File: src/rtl/seven_seg_decoder_pkg.sv
// Shared 7-segment definitions: legal active-low segment codes (bit 0 = a .. bit 6 = g),
// the blank pattern, the decoder FSM state type and the hex-to-segment encoder helper.
package seven_seg_decoder_pkg;

    localparam int unsigned SEG_W     = 7;
    localparam int unsigned NIB_W     = 4;
    localparam int unsigned NUM_CODES = 16;
    localparam int unsigned CNT_W     = 8;

    // All segments off.
    localparam logic [SEG_W-1:0] BLANK = 7'h7F;

    // Index = hex value, entry = active-low pattern g..a.
    localparam logic [SEG_W-1:0] SEG_CODES [NUM_CODES] = '{
        7'b1000000, 7'b1111001, 7'b0100100, 7'b0110000,
        7'b0011001, 7'b0010010, 7'b0000010, 7'b1111000,
        7'b0000000, 7'b0011000, 7'b0001000, 7'b0000011,
        7'b1000110, 7'b0100001, 7'b0000110, 7'b0001110
    };

    typedef enum logic [0:0] {
        ST_TRACK   = 1'b0,
        ST_PRESENT = 1'b1
    } state_e;

    // Forward encoding, shared with the board's hex display driver.
    function automatic logic [SEG_W-1:0] hex_to_seg(input logic [NIB_W-1:0] nibble);
        return SEG_CODES[nibble];
    endfunction

endpackage

File: src/rtl/seven_seg_decoder_lookup.sv
// Combinational inverse of the segment encoding.
//   i_pattern : active-low segment pattern
//   o_nibble  : decoded value (0 when not legal)
//   o_legal   : pattern is one of the 16 legal codes
//   o_blank   : pattern is all segments off
module seven_seg_decoder_lookup
    import seven_seg_decoder_pkg::*;
(
    input  logic [SEG_W-1:0] i_pattern,
    output logic [NIB_W-1:0] o_nibble,
    output logic             o_legal,
    output logic             o_blank
);

    // Codes are unique, so at most one entry matches.
    always_comb begin
        o_nibble = '0;
        o_legal  = 1'b0;
        for (int unsigned i = 0; i < NUM_CODES; i++) begin
            if (i_pattern == SEG_CODES[i]) begin
                o_nibble = NIB_W'(i);
                o_legal  = 1'b1;
            end
        end
    end

    assign o_blank = (i_pattern == BLANK);

endmodule

File: src/rtl/seven_seg_decoder.sv
// Recovers a hex nibble from a sampled active-low 7-segment bus. A pattern must be held
// for STABLE_CYCLES consecutive registered samples before it is evaluated; each new legal
// pattern is reported once over valid/ready, each new illegal one pulses o_badPattern.
//   i_clk, i_rst  : clock, asynchronous active-high reset
//   i_display     : segment lines, active-low, bit 0 = a .. bit 6 = g
//   i_ready       : consumer accepts o_number when high with o_valid
//   o_number      : decoded value, held while o_valid
//   o_valid       : decoded value available
//   o_badPattern  : one-cycle pulse for a qualified illegal pattern
module seven_seg_decoder
    import seven_seg_decoder_pkg::*;
#(
    parameter int unsigned STABLE_CYCLES = 4
) (
    input  logic             i_clk,
    input  logic             i_rst,
    input  logic [SEG_W-1:0] i_display,
    input  logic             i_ready,
    output logic [NIB_W-1:0] o_number,
    output logic             o_valid,
    output logic             o_badPattern
);

    localparam logic [CNT_W-1:0] STABLE_CNT = CNT_W'(STABLE_CYCLES);

    state_e           state_q,  state_d;
    logic [SEG_W-1:0] sample_q, sample_d;
    logic [CNT_W-1:0] count_q,  count_d;
    logic [SEG_W-1:0] qual_q,   qual_d;
    logic [SEG_W-1:0] last_q,   last_d;
    logic [NIB_W-1:0] number_q, number_d;
    logic             valid_q,  valid_d;
    logic             bad_q,    bad_d;

    logic [NIB_W-1:0] lk_nibble;
    logic             lk_legal;
    logic             lk_blank;

    // qual_d is the most recent qualified pattern, including one that qualified while
    // presenting and has since disappeared from the bus.
    seven_seg_decoder_lookup u_lookup (
        .i_pattern (qual_d),
        .o_nibble  (lk_nibble),
        .o_legal   (lk_legal),
        .o_blank   (lk_blank)
    );

    // Input register and saturating stability counter.
    always_comb begin
        sample_d = i_display;
        if (i_display != sample_q) begin
            count_d = '0;
        end else if (count_q == STABLE_CNT) begin
            count_d = count_q;
        end else begin
            count_d = count_q + CNT_W'(1);
        end
        qual_d = (count_q == STABLE_CNT) ? sample_q : qual_q;
    end

    // Qualification and handshake FSM; evaluation is deferred while presenting.
    always_comb begin
        state_d  = state_q;
        last_d   = last_q;
        number_d = number_q;
        valid_d  = valid_q;
        bad_d    = 1'b0;
        unique case (state_q)
            ST_TRACK: begin
                if (qual_d != last_q) begin
                    last_d = qual_d;
                    if (lk_legal) begin
                        number_d = lk_nibble;
                        valid_d  = 1'b1;
                        state_d  = ST_PRESENT;
                    end else if (!lk_blank) begin
                        bad_d = 1'b1;
                    end
                end
            end
            ST_PRESENT: begin
                if (i_ready) begin
                    valid_d = 1'b0;
                    state_d = ST_TRACK;
                end
            end
            default: state_d = ST_TRACK;
        endcase
    end

    always_ff @(posedge i_clk or posedge i_rst) begin
        if (i_rst) begin
            state_q  <= ST_TRACK;
            sample_q <= BLANK;
            count_q  <= '0;
            qual_q   <= BLANK;
            last_q   <= BLANK;
            number_q <= '0;
            valid_q  <= 1'b0;
            bad_q    <= 1'b0;
        end else begin
            state_q  <= state_d;
            sample_q <= sample_d;
            count_q  <= count_d;
            qual_q   <= qual_d;
            last_q   <= last_d;
            number_q <= number_d;
            valid_q  <= valid_d;
            bad_q    <= bad_d;
        end
    end

    assign o_number     = number_q;
    assign o_valid      = valid_q;
    assign o_badPattern = bad_q;

endmodule

File: config.mk
export PLATFORM = sky130hd
export DESIGN_NAME = seven_seg_decoder
export DESIGN_NICKNAME = d
export VERILOG_FILES = /design/src/rtl/seven_seg_decoder_pkg.sv /design/src/rtl/seven_seg_decoder_lookup.sv /design/src/rtl/seven_seg_decoder.sv
export SDC_FILE = /design/constraint.sdc
export NUM_CORES = 1
export LEC_CHECK = 0
export ABC_CLOCK_PERIOD_IN_PS = 2200
export CAP_MARGIN = 40
export CORE_MARGIN = 2
export CORE_UTILIZATION = 40
export DETAILED_ROUTE_END_ITERATION = 7
export PLACE_DENSITY = 0.66
export RECOVER_POWER = 50
export SLEW_MARGIN = 20
export SYNTH_ARGS = -nofsm -noshare
export SYNTH_HDL_FRONTEND = slang
export SYNTH_SLANG_ARGS = --single-unit
File: constraint.sdc
create_clock -name i_clk -period 2.2 [get_ports i_clk]
set_input_delay 0.22 -clock i_clk [delete_from_list [all_inputs] [get_ports i_clk]]
set_output_delay 0.22 -clock i_clk [all_outputs]
set_load 0.01 [all_outputs]
==> out/results.tsv <==
metric	value	unit
outcome	finished with violations	
violations	setup timing	
synth_mux_area_share	7.45	%
tightest_slew	0.888	ns
endpoint_kind	flop	
critPathArrivalTime	2.57	ns
rsz0062_at_grt	true	
cts_tree	yes	
drv_slew	0	
slowest_stage	dfstp_2	
synth-main-ff-cell	dfstp_2	
syn_area_per_cell	9.37	um2
seq_area_frac_synth	39.4	%
p_int	0.00116	W
fp.coreArea	5610	um2
initial_core_util	41.9	%
synth-async-reset-ratio	100	%
h-tree-depth	2	
setup_violations	11	
cts_made_buffers	5	
cts_root_buf	clkbuf_8	
yosysWarnings	0	
routed_wl	5.79	mm
nets	327	
synth_top_family_by_area	simple AND/OR/NAND/NOR gates	
port-buffer-count	15	
cpPeakStageDelay	0.57	ns
comb_power_share	14.1	%
fin_setup_tns	-1.14	ns
drtIter0Drc	123	
yosysTopAreaCellShare	23.5	%
power.share.switching	24.8	%
startpoint	qual_q[0]	
wl_per_cell	14.9	um
max_slew_margin	40.8	%
drive_gt1_share	37.3	%
grt_pass1_wl	9.87	mm
vdd_ir_drop_max	0.451	mV
row_count	27	
max_freq	419	MHz
ff2ff_setup_slack	-0.18	ns
synth_area_leaders	dfstp_2, dfrtp_1, xor2_1	
grt-ovfl-total	0	
critPathCapture	o_number[2]	
synth_area	2350	um2
syn_nets	263	
synthAdderAreaFrac	1.06	%
antenna_left	0	
die_w	80.7	um
ctsLongestPathBuffers	2	
hold_viol	0	
cts_hold_buf	0	
r2r_cells	7	
crit_type	reg2reg	
cp_max_fo	4	
grt_max_degree	37	
r2r_start	qual_q[0]	
vias	2086	
crit_path_start_kind	flop	
crit_required	2.38	ns
post_synth_and_or_nand_nor_area_fraction	28.6	%
hp-class	reg2reg	
utilization	56.0	%
setup_ws	-0.184	ns
synth_top_area_cell	dfstp_2	
die_area	6510	um2
switching_power	0.000385	W
grt_pass1_vias	1980	
cts_sinks	36	
via_per_inst	5.38	
clkPwrFrac	38.0	%
yosysUniqueCellTypes	52	
die_h	80.7	um
power_density	493	nW/um2
min_path_cells	2	
clock_latency	0.29	ns
cap_violations	0	
worstReg2RegEnd	o_number[2]	
hold_slack	0.476	ns
synth_most_common_cell	nand2_1	
synth_edf_count	0	
dr.pass1.iters	4	
seqPwrFrac	47.9	%
n_antenna_cell	0	
synth-compound-area-share	8.57	%
io_pins	16	
p_leak	1.35	nW
antenna_found_initial	0	
gp_congestion	0.918	
min_period_over_period	108	%
synthCells	251	
track_usage	19.9	%
period_minus_slack	2.38	ns
syn_to_final_growth	33.6	%
finClkSkew	0.00973	ns
synth_commonest_cells	nand2_1, dfstp_2, nor2_1	
dp_hpwl	4.40	mm
route.detailed.drc	0	
clk_pin_slew_worst_paths	0.08	ns
crit_path_cell_trace	nor2_1, and3_1, or4_4, a211oi_4, nand4_1, nand2_2, mux2_4	
yosys_register_bits	36	
synthXorXnorAreaFrac	10.8	%
[critical path: cells and delay by family, from the launching register on]
family | cells | cell delay, ns
AOI/OAI and AO/OA | 1 | 0.30
and+or+nand+nor | 5 | 1.10
muxes | 1 | 0.31
DFF | 1 | 0.57
[per-stage QoR]
stage | cells | cell area [um2] | power [W] | setup slack, ns
5_1_grt | 388 | 3140 | 0.00161 | -0.251
4_1_cts | 387 | 3120 | 0.00156 | -0.133
6_report | 388 | 3140 | 0.00155 | -0.184
2_1_floorplan | 251 | 2370 | 0.000855 | -0.0514
3_3_place_gp | 376 | 2940 | 0.000966 | -0.157
3_5_place_dp | 376 | 2940 | 0.000971 | -0.165
[per-layer routing]
metal | track usage [%] | wire, um | vias to the layer above | share of wire [%]
li1 | - | - | 1015 | -
met1 | 29.0 | 2880 | 1010 | 50
met2 | 30.2 | 2560 | 51 | 44
met3 | 2.92 | 251 | 10 | 4.3
met4 | 6.27 | 103 | 0 | 1.8
met5 | 0 | 0 | - | 0
[how the worst min path moves through the flow]
stage | to | from | slack, ns
after floorplan | sample_q[0] | i_display[0] | 0.22
after global placement | o_valid | o_valid | 0.46
after detailed placement | o_valid | o_valid | 0.46
after CTS | count_q[7] | i_rst | 0.34
after global routing | o_valid | o_valid | 0.49
final | o_valid | o_valid | 0.48
[logic make-up (layout without fill, tap and decap cells)]
| group | after synthesis | in the layout |
|---|---|---|
| XOR/XNOR | 29 | 29 |
| AO/OA/AOI/OAI | 27 | 27 |
| flip-flops | 36 | 36 |
| AND/OR/NAND/NOR | 119 | 119 |
| adder cells (fa/ha/maj) | 2 | 2 |
| buffers and inverters | 23 | 88 |
| multiplexers | 15 | 15 |
[final cells by class]
cell class                 instances  area (um2)
multi-input combinational        192        1390
inverter                           6        22.5
clock buffer                       5        68.8
clock inverter                     3        42.5
tap                               72        90.1
sequential                        36         927
timing repair buffer              74         606
fill                             508        2470
[power groups by stage]
stage | clock network, W | logic [W] | registers, W
floorplan | 0 | 0.000103 | 0.000752
global placement | 0 | 0.000214 | 0.000753
detailed placement | 0 | 0.000218 | 0.000753
CTS | 0.000597 | 0.000222 | 0.000742
global route | 0.000627 | 0.000238 | 0.000748
finish | 0.000589 | 0.000218 | 0.000742
[cell usage in the layout, fill, tap and decap left out, types with 6 or more instances in the layout]
| cell | Yosys | routed |
|---|---|---|
| buf_4 | 0 | 54 |
| clkdlybuf4s50_1 | 0 | 7 |
| dfrtp_1 | 15 | 15 |
| dfstp_2 | 21 | 21 |
| dlygate4sd3_1 | 0 | 8 |
| mux2_2 | 8 | 8 |
| nand2_1 | 33 | 33 |
| nand3_1 | 13 | 13 |
| nor2_1 | 16 | 15 |
| nor3_1 | 11 | 11 |
| nor3b_1 | 8 | 6 |
| o21ai_0 | 8 | 8 |
| xnor2_1 | 14 | 12 |
| xor2_1 | 15 | 15 |
[registers in the layout (all words and copies together) (netlist names)]
name and flops:
o_valid 1, state_q 1, count_q 8, o_number 4, o_badPattern 1, qual_q 7
sample_q 7, last_q 7
[timing repair]
| action | CTS | global route |
|---|---|---|
| endpoints found under the setup margin | 11 | 11 |
| gates resized for setup | 8 | 4 |
| setup buffers | 3 | 1 |
| pin swaps | 10 | 5 |
(Power assumes the default switching activity.)
